File: src/rtl/rf_wb_arbiter_if.sv
// Register-file writeback bus: two writeback request channels (A = ALU,
// M = memory), the issue/hazard query port, the register-file write drive
// and the pending-write scoreboard vector.
//
// Handshake: a channel transfers in a cycle where its vld and rdy are both
// high. rdy is combinational from vld and arbitration state, and at most one
// rdy is high per cycle. The requester holds adr/data stable while vld is high.
interface rf_wb_arbiter_if #(
  parameter int AW = 4,
  parameter int DW = 16
);
  logic              a_vld;
  logic              a_rdy;
  logic [AW-1:0]     a_adr;
  logic [DW-1:0]     a_data;
  logic              m_vld;
  logic              m_rdy;
  logic [AW-1:0]     m_adr;
  logic [DW-1:0]     m_data;
  logic              iss_vld;
  logic [AW-1:0]     iss_adr;
  logic [AW-1:0]     rd_adr1;
  logic [AW-1:0]     rd_adr2;
  logic              stall;
  logic              writeEn;
  logic [AW-1:0]     writeAdr;
  logic [DW-1:0]     writeData;
  logic [(1<<AW)-1:0] busy;

  modport master (
    output a_vld, a_adr, a_data, m_vld, m_adr, m_data,
    output iss_vld, iss_adr, rd_adr1, rd_adr2,
    input  a_rdy, m_rdy, stall, writeEn, writeAdr, writeData, busy
  );

  modport slave (
    input  a_vld, a_adr, a_data, m_vld, m_adr, m_data,
    input  iss_vld, iss_adr, rd_adr1, rd_adr2,
    output a_rdy, m_rdy, stall, writeEn, writeAdr, writeData, busy
  );
endinterface

File: src/rtl/rf_wb_arbiter.sv
// Register-file writeback arbiter with a pending-write scoreboard.
// Two writeback channels (A, M) compete for one register-file write port;
// the granted request is written one cycle later. A busy bit per register
// tracks issued-but-not-written-back destinations and drives the issue stall.
// Optional macro RF_WB_RR_EN: round-robin arbitration between A and M.
// Without it, M has fixed priority and no pointer state exists.
module rf_wb_arbiter #(
  parameter int AW = 4,
  parameter int DW = 16
) (
  input  logic clk,
  input  logic rst,
  rf_wb_arbiter_if.slave bus
);
  localparam int NR = 1 << AW;

  logic          aGrant;
  logic          mGrant;
  logic          xfer;
  logic [AW-1:0] xferAdr;
  logic [DW-1:0] xferData;
  logic          issueOk;
  logic          stallInt;
  logic [NR-1:0] busyQ;
  logic [NR-1:0] busyNext;
  logic          writeEnQ;
  logic [AW-1:0] writeAdrQ;
  logic [DW-1:0] writeDataQ;

`ifdef RF_WB_RR_EN
  // lastGrantA = 1 means A was granted most recently, so M wins the next
  // conflict; reset value makes M win the first conflict.
  logic lastGrantA;

  // Pointer follows every transfer, including writes to register 0.
  always_ff @(posedge clk) begin
    if (rst) lastGrantA <= 1'b1;
    else if (xfer) lastGrantA <= aGrant;
  end

  // Round-robin grant: on conflict, the channel not granted most recently.
  always_comb begin
    aGrant = 1'b0;
    mGrant = 1'b0;
    if (!rst) begin
      if (bus.a_vld && bus.m_vld) begin
        mGrant = lastGrantA;
        aGrant = !lastGrantA;
      end else begin
        aGrant = bus.a_vld;
        mGrant = bus.m_vld;
      end
    end
  end
`else
  // Fixed-priority grant: M always wins a conflict.
  always_comb begin
    aGrant = 1'b0;
    mGrant = 1'b0;
    if (!rst) begin
      mGrant = bus.m_vld;
      aGrant = bus.a_vld && !bus.m_vld;
    end
  end
`endif

  assign bus.a_rdy = aGrant;
  assign bus.m_rdy = mGrant;
  assign xfer      = aGrant || mGrant;

  // Mux the granted request onto the write path.
  always_comb begin
    xferAdr  = bus.m_adr;
    xferData = bus.m_data;
    if (aGrant) begin
      xferAdr  = bus.a_adr;
      xferData = bus.a_data;
    end
  end

  // RAW hazards on either source plus WAW on the destination; nothing stalls in reset.
  assign stallInt = !rst && (busyQ[bus.rd_adr1] || busyQ[bus.rd_adr2] ||
                             (bus.iss_vld && busyQ[bus.iss_adr]));
  assign bus.stall = stallInt;
  assign issueOk   = bus.iss_vld && !stallInt && !rst;

  // Scoreboard update: writeback clears, accepted issue sets, set wins; reg 0 never busy.
  always_comb begin
    busyNext = busyQ;
    if (xfer && (xferAdr != '0)) busyNext[xferAdr] = 1'b0;
    if (issueOk && (bus.iss_adr != '0)) busyNext[bus.iss_adr] = 1'b1;
    busyNext[0] = 1'b0;
  end

  // Scoreboard register.
  always_ff @(posedge clk) begin
    if (rst) busyQ <= '0;
    else busyQ <= busyNext;
  end

  assign bus.busy = rst ? '0 : busyQ;

  // Registered write port: one-cycle pulse per non-zero transfer; address and
  // data hold when nothing is written (a register-0 transfer writes nothing).
  always_ff @(posedge clk) begin
    if (rst) begin
      writeEnQ   <= 1'b0;
      writeAdrQ  <= '0;
      writeDataQ <= '0;
    end else begin
      writeEnQ <= xfer && (xferAdr != '0);
      if (xfer && (xferAdr != '0)) begin
        writeAdrQ  <= xferAdr;
        writeDataQ <= xferData;
      end
    end
  end

  assign bus.writeEn   = writeEnQ;
  assign bus.writeAdr  = writeAdrQ;
  assign bus.writeData = writeDataQ;
endmodule

File: src/flat_wrapper.sv
// flat-port wrapper written by rule: the top's interface ports become plain ports
module rf_wb_arbiter_flat 
#(
  parameter int AW = 4,
  parameter int DW = 16
)
  (clk, rst, bus_a_vld, bus_a_adr, bus_a_data, bus_m_vld, bus_m_adr, bus_m_data, bus_iss_vld, bus_iss_adr, bus_rd_adr1, bus_rd_adr2, bus_a_rdy, bus_m_rdy, bus_stall, bus_writeEn, bus_writeAdr, bus_writeData, bus_busy);
  rf_wb_arbiter_if #(.AW(AW), .DW(DW)) bus_i ();
  input  logic clk;
  input  logic rst;
  input wire logic [$bits(bus_i.a_vld)-1:0] bus_a_vld;
  input wire logic [$bits(bus_i.a_adr)-1:0] bus_a_adr;
  input wire logic [$bits(bus_i.a_data)-1:0] bus_a_data;
  input wire logic [$bits(bus_i.m_vld)-1:0] bus_m_vld;
  input wire logic [$bits(bus_i.m_adr)-1:0] bus_m_adr;
  input wire logic [$bits(bus_i.m_data)-1:0] bus_m_data;
  input wire logic [$bits(bus_i.iss_vld)-1:0] bus_iss_vld;
  input wire logic [$bits(bus_i.iss_adr)-1:0] bus_iss_adr;
  input wire logic [$bits(bus_i.rd_adr1)-1:0] bus_rd_adr1;
  input wire logic [$bits(bus_i.rd_adr2)-1:0] bus_rd_adr2;
  output wire logic [$bits(bus_i.a_rdy)-1:0] bus_a_rdy;
  output wire logic [$bits(bus_i.m_rdy)-1:0] bus_m_rdy;
  output wire logic [$bits(bus_i.stall)-1:0] bus_stall;
  output wire logic [$bits(bus_i.writeEn)-1:0] bus_writeEn;
  output wire logic [$bits(bus_i.writeAdr)-1:0] bus_writeAdr;
  output wire logic [$bits(bus_i.writeData)-1:0] bus_writeData;
  output wire logic [$bits(bus_i.busy)-1:0] bus_busy;
  assign bus_i.a_vld = bus_a_vld;
  assign bus_i.a_adr = bus_a_adr;
  assign bus_i.a_data = bus_a_data;
  assign bus_i.m_vld = bus_m_vld;
  assign bus_i.m_adr = bus_m_adr;
  assign bus_i.m_data = bus_m_data;
  assign bus_i.iss_vld = bus_iss_vld;
  assign bus_i.iss_adr = bus_iss_adr;
  assign bus_i.rd_adr1 = bus_rd_adr1;
  assign bus_i.rd_adr2 = bus_rd_adr2;
  assign bus_a_rdy = bus_i.a_rdy;
  assign bus_m_rdy = bus_i.m_rdy;
  assign bus_stall = bus_i.stall;
  assign bus_writeEn = bus_i.writeEn;
  assign bus_writeAdr = bus_i.writeAdr;
  assign bus_writeData = bus_i.writeData;
  assign bus_busy = bus_i.busy;
  rf_wb_arbiter #(.AW(AW), .DW(DW)) u_core (.clk(clk), .rst(rst), .bus(bus_i));
endmodule
File: config.mk
export PLATFORM = sky130hd
export DESIGN_NAME = rf_wb_arbiter_flat
export DESIGN_NICKNAME = d
export VERILOG_FILES = /design/src/rtl/rf_wb_arbiter_if.sv /design/src/rtl/rf_wb_arbiter.sv /design/src/flat_wrapper.sv
export SDC_FILE = /design/constraint.sdc
export NUM_CORES = 1
export LEC_CHECK = 0
export CORE_AREA = 3 3 77 79
export CTS_CLUSTER_DIAMETER = 50
export CTS_CLUSTER_SIZE = 24
export DETAILED_ROUTE_END_ITERATION = 6
export DIE_AREA = 0 0 80 82
export GPL_ROUTABILITY_DRIVEN = 0
export GPL_TIMING_DRIVEN = 0
export HOLD_SLACK_MARGIN = 0.05
export PLACE_DENSITY = 0.79
export SLEW_MARGIN = 20
export SYNTH_ARGS = -nofsm -noshare
export SYNTH_HDL_FRONTEND = slang
export SYNTH_SLANG_ARGS = --single-unit
File: constraint.sdc
create_clock -name clk -period 3.3 [get_ports clk]
set_input_delay 0.66 -clock clk [delete_from_list [all_inputs] [get_ports clk]]
set_output_delay 0.66 -clock clk [all_outputs]
set_load 0.05 [all_outputs]
### Word level (Yosys, flattened, before mapping)

Index checks and enable logic that the tools add are counted.

| word-level totals | value |
|---|---|
| bits in writable memories | 0 |
| memories | 0 |
| input port bits | 57 |
| memory bits (read-only) | 0 |
| register bits after elaboration | 37 |
| bits in latches | 0 |
| logic and storage cells | 48 |
| output and inout port bits | 40 |

| operators by class | value |
|---|---|
| order comparisons | 6 |
| reductions and logical operators | 17 |
| multiply operators | 0 |
| div/mod/pow operators | 0 |
| shift-type cells | 0 |
| bitwise logic cells | 3 |
| equal/unequal tests | 0 |
| muxes and demuxes | 17 |
| $add $sub $neg | 0 |

Operators by type and width:

| kind | number |
|---|---|
| 2-to-1 mux 16 bit | 4 |
| < comparator 4 x 5 -> 1 bit (second input constant) | 4 |
| AND 16 bit | 1 |
| NOT 16 bit | 1 |
| OR 16 bit | 1 |
| binary-select mux 1 bit (select 4 bit) | 3 |
| logical AND 1 bit | 9 |
| demux 1 bit (select 4 bit) | 2 |
| greater-or-equal comparator 4 x 1 -> 1 bit (second input constant) | 2 |
| nonzero test 4 bit | 2 |
| 2-to-1 mux 1 bit | 7 |
| 2-to-1 mux 4 bit | 1 |
| zero test 1 bit | 3 |
| logical OR 1 bit | 3 |

### Longest topological paths before layout

Gate-level depths: netlist of the first run.

| depth | value |
|---|---|
| depth after elaboration | 13 |
| gate-level depth with buffers | 8 |
| mapped depth without buffers | 5 |

### Worst setup path after synthesis of the first run

Ideal clock, no wire load.

| timing | value |
|---|---|
| path kind | input-to-output |
| from | in bus_rd_adr1[1] |
| to | out bus_stall |
| data arrival time | 2.445 ns |
| cell stages on the path | 6 |
| setup slack | 0.195 ns |
| buffers on the path | 2 |
| required time | 2.640 ns |
| cells stage by stage | clkbuf_1 mux4_2 o22a_1 o31ai_1 clkbuf_1 a21oi_1 |

| on the way | value |
|---|---|
| word-level cells in the longest chain between the ends | 5 |

Ends and longest elaborated chain:

| element | RTL line | RTL |
|---|---|---|
| from (decl) | flat_wrapper.sv:19 | `input wire logic [$bits(bus_i.rd_adr1)-1:0] bus_rd_adr1;` |
| binary-select mux 1 bit (select 4 bit) | rf_wb_arbiter.sv:82 | `assign stallInt = !rst && (busyQ[bus.rd_adr1] \|\| busyQ[bus.rd_adr2] \|\|` |
| 2-to-1 mux 1 bit (implied by the code) | rf_wb_arbiter.sv:82 |  |
| logical OR 1 bit (2 in a row) | rf_wb_arbiter.sv:82 |  |
| logical AND 1 bit | rf_wb_arbiter.sv:82 |  |
| to (decl) | flat_wrapper.sv:23 | `output wire logic [$bits(bus_i.stall)-1:0] bus_stall;` |

Every way passes these cells. The select of a mux whose other input is x is not followed.

### Worst setup path after layout of the first run

| timing | value |
|---|---|
| from | in bus_m_vld |
| to | out bus_a_rdy |

| on the way | value |
|---|---|
| word-level cells in the longest chain between the ends | 3 |

Ends and longest elaborated chain:

| element | RTL line | RTL |
|---|---|---|
| from (decl) | flat_wrapper.sv:14 | `input wire logic [$bits(bus_i.m_vld)-1:0] bus_m_vld;` |
| zero test 1 bit | rf_wb_arbiter.sv:62 | `aGrant = bus.a_vld && !bus.m_vld;` |
| logical AND 1 bit | rf_wb_arbiter.sv:62 |  |
| 2-to-1 mux 1 bit | rf_wb_arbiter.sv:60 | `if (!rst) begin` |
| to (decl) | flat_wrapper.sv:21 | `output wire logic [$bits(bus_i.a_rdy)-1:0] bus_a_rdy;` |

Every way passes these cells.

==> results.md, run 1 <==
- 97 — Ports
- 9.430% — grt met3 use
- 0.7992 ns — slew of the pin with the lowest slew margin
- false — setup repair after global routing missed its margin
- 3329 um^2 — Layout Cell Area excl Fill
- input port — Critical Path Start Type
- input port to primary output — critical path type
- 6687 um — total routed wirelength
- 2359 — vias in the first global route
- 0.0006890 ns — final worst clock skew
- sky130_fd_sc_hd__dfxtp_1 — biggest area consumer among synthesized cells
- 43 — number of different library cells in the post-synthesis netlist
- 0 — final routed DRC violation total
- 132 — number of design-rule violations left by the first detailed-router iteration
- 1.28 ns — slack of the worst reg-to-reg path
- 11.36% — fraction of layout instances using a drive strength above 1
- 41.0% — sequential cell fraction of total power
- 27 — Cell Rows
- 4 — Pre-Repair DR Iteration Count
- 0 — count of final setup violators
- primary output — Worst Setup End Kind
- 11 — maximum number of pins on one net before global-route repair
- u_core.busyQ[9] — Reg-to-Reg End
- 2.56 ns — Worst EP arrival
- sky130_fd_sc_hd__dfxtp_1 (32%), sky130_fd_sc_hd__mux2i_1 (9.9%), sky130_fd_sc_hd__mux4_2 (7.1%) — ranking of synthesized cells by area
- 36.01% — met2 global-route usage
- flop to flop — Hold Path Class
- 32.47% — area share of the largest cell type after synthesis
- 365.8 uW — net switching component of the power
- 31.1% — Logic pwr share
- 782.5 uW — internal power
- 41.06% — starting utilization of the core area
- sky130_fd_sc_hd__clkbuf_8 — buffer cell driving the clock tree root
- 82 um — die boundary height
- 0.08330 ns — setup ws final
- 1400 um^2 — area of the multi-input gates
- 8.808 um^2 — Post-Syn Area per Cell
- 2 — Max Buffers Root-to-Sink
- 310.9 MHz — maximum clock rate
- 32.47% — post-synthesis sequential area ratio
- 0.4995 ns — hold_ws
- 2326 — detailed-route via count
- 5405 um^2 — core area
- 36 — synthesized flop and latch total
- 80 um — horizontal extent of the die
- 6 — logic depth of the worst register-to-register path
- done — CTS tree
- sky130_fd_sc_hd__dfxtp_1 — ys flop type
- 0.28 ns — clock latency on the worst-skew pair
- 0 — Antenna Diode Count
- 5.486 — ratio of routed vias to standard cells
- 0 — Slew Viols, Final
- 309 — post-synthesis net count
- 3.217 ns — shortest clock period the worst path allows after layout
- 0.001190 uW — leak pwr
- 97.48% — part of the cycle the worst path needs
- 0 — total congestion overflow after global routing
- 31.86% — switching part of the total power
- 0 — initial antenna violation count
- 344.9 nW/um^2 — power density relative to cell area
- 720.7 um^2 — sequential cell area
- 3221 um^2 — post-place instance area
- 0 — max-cap check violation count
- 21.54% — global-route total usage across every layer
- 24.56% — met1 track utilization from global routing
- 2 — Max H-tree Level
- u_core.busyQ[6] — origin of the critical flop-to-flop path
- 0 — remaining antenna violation count
- 408 — Final Net Count
- 36 — count of clock tree sinks
- 0 — count of flip-flops with a built-in enable after synthesis
- 2220 um^2 — cell area after technology mapping
- 11000 um — wire length of the first global-routing pass
- 6560 um^2 — die footprint
- -0.8774 ns — post-placement setup slack
- 91 — quantity of I/O buffers inserted on ports
- 0 — number of warnings reported in the yosys synthesis log
- 15.77 um — wire length per cell after detailed routing
- met2 — layer with the highest usage
- 507 — final-layout fill cell count
- 50.00% — Area growth syn-to-layout
- 0 — total count of hold-check failures in the final report
- 0% — fraction of registers with async set or reset after synthesis
- bus_a_rdy — capture point of the worst path
- bus_m_vld — Worst setup startpoint
- 2.64 ns — Worst Path Required
- 5349 um — sum of net half-perimeters after detailed placement
- 27.9% — clock power share
- 0.0001970 V — worst voltage drop across the vdd grid
- completed — result of the run
- 10 — CP max FO
- 5 — cts bufs inserted
- 0.07 ns — clock-pin slew of the registers on the worst-case setup and hold paths
- 252 — synthesized netlist cell count
- 46.60% — remaining max-slew budget at the tightest pin
[final cells by class]
| class | instances | share of cell area, % |
|---|---|---|
| Tap cell | 72 | 2.706 |
| Sequential cell | 36 | 21.65 |
| Multi-Input combinational cell | 196 | 42.05 |
| Inverter | 1 | 0.1127 |
| Buffer | 19 | 3.194 |
| Clock buffer | 8 | 2.706 |
| Timing Repair Buffer | 92 | 27.58 |
[critical path, stage by stage]
cell,delay [ns]
sky130_fd_sc_hd__clkdlybuf4s50_1,0.51
sky130_fd_sc_hd__nor3b_4,0.37
sky130_fd_sc_hd__buf_4,0.28
sky130_fd_sc_hd__buf_2,0.31
sky130_fd_sc_hd__clkdlybuf4s15_2,0.42
[cells by family (layout without fill, tap and decap cells)]
group | count (synthesis) | count (layout) | synth area share, %
mux | 35 | 35 | 20.07
simple gates | 95 | 95 | 24.01
other cells | 1 | 1 | 0.1689
buf+inv | 20 | 120 | 4.679
compound gates | 65 | 65 | 18.60
flops | 36 | 36 | 32.47
[metal layers]
layer  up-vias  share of wire (%)
met2       103                 50
li1       1135                  -
met1      1081                 38
met5         -                  0
met3         7                 11
met4         0                1.3
[worst min-delay path by stage]
stage,slack (ns),from,cells past startpoint,endpoint
final,0.50,u_core.bus.writeAdr[3],2,u_core.bus.writeAdr[3]
after CTS,0.50,u_core.bus.writeData[14],2,u_core.bus.writeData[14]
after global routing,0.53,u_core.bus.writeAdr[3],2,u_core.bus.writeAdr[3]
after detailed placement,0.49,u_core.bus.writeAdr[3],2,u_core.bus.writeAdr[3]
after global placement,0.49,u_core.bus.writeData[2],2,u_core.bus.writeData[2]
after floorplan,0.71,u_core.bus.writeData[13],2,u_core.bus.writeData[13]
[power by group through the flow]
stage | registers (uW) | logic (uW) | clock network (uW)
floorplan | 550 | 136 | 0
global placement | 480 | 351 | 0
detailed placement | 481 | 355 | 0
CTS | 471 | 358 | 326
global route | 474 | 384 | 344
finish | 471 | 357 | 320
[sequential cells by signal (all words and copies together) (netlist names)]
name / cells
u_core.bus.writeAdr: 4
u_core.bus.writeData: 16
u_core.bus.writeEn: 1
u_core.busyQ: 15
[stage by stage]
stage | setup TNS (ns) | instances | total power [uW] | utilization (%)
after global routing | 0 | 424 | 1202 | 61.60
after global placement | -1.270 | 415 | 830.9 | 59.58
after detailed placement | -1.338 | 415 | 835.6 | 59.58
final | 0 | 424 | 1148 | 61.60
after floorplan | 0 | 252 | 686.0 | -
after CTS | 0 | 424 | 1156 | 61.50
[cells in the final DEF, fill, tap and decap left out, drive strengths merged, types with 6 or more instances in the layout]
master and count:
o21ai 33, mux4 7, nand3 7, nor2 27
nor2b 22, nand4 8, nand2b 8, mux2 6
dfxtp 36, buf 15, nand2 6, clkdlybuf4s50 86
a211oi 16, mux2i 22, clkbuf 14
[cell usage after synthesis, types with 2 or more instances]
library cell / n
sky130_fd_sc_hd__dfxtp_1: 36
sky130_fd_sc_hd__nor2_1: 27
sky130_fd_sc_hd__o21ai_0: 23
sky130_fd_sc_hd__mux2i_1: 22
sky130_fd_sc_hd__nor2b_1: 22
sky130_fd_sc_hd__a211oi_1: 16
sky130_fd_sc_hd__buf_2: 8
sky130_fd_sc_hd__nand2b_1: 8
sky130_fd_sc_hd__nand4_1: 8
sky130_fd_sc_hd__mux4_2: 7
sky130_fd_sc_hd__nand3_1: 7
sky130_fd_sc_hd__o21ai_1: 7
sky130_fd_sc_hd__clkbuf_1: 6
sky130_fd_sc_hd__nand2_1: 6
sky130_fd_sc_hd__mux2_2: 5
sky130_fd_sc_hd__a21oi_1: 3
sky130_fd_sc_hd__nand3b_1: 3
sky130_fd_sc_hd__nor3_1: 3
sky130_fd_sc_hd__o21ai_2: 3
sky130_fd_sc_hd__a221oi_1: 2
sky130_fd_sc_hd__a22oi_1: 2
sky130_fd_sc_hd__and3b_1: 2
sky130_fd_sc_hd__buf_1: 2
sky130_fd_sc_hd__buf_6: 2
sky130_fd_sc_hd__nor3b_1: 2
sky130_fd_sc_hd__o22ai_1: 2
sky130_fd_sc_hd__o31ai_1: 2
[repair_timing]
action	CTS	global route
hold buffers	0	0
gates resized for setup	13	2
setup endpoints to repair	2	1
buffers inserted	1	0
Note: power is estimated with default switching activity, not from simulation.
==> run 2: changes to the inputs <==
--- a/config.mk
+++ b/config.mk
@@ -12,7 +12,7 @@
 export DIE_AREA = 0 0 80 82
 export GPL_ROUTABILITY_DRIVEN = 0
 export GPL_TIMING_DRIVEN = 0
-export HOLD_SLACK_MARGIN = 0.05
+export HOLD_SLACK_MARGIN = 0.03
 export PLACE_DENSITY = 0.79
 export SLEW_MARGIN = 20
 export SYNTH_ARGS = -nofsm -noshare
==> results of run 2 <==
The final DEF is identical to that of run 1; final timing and power are the same.
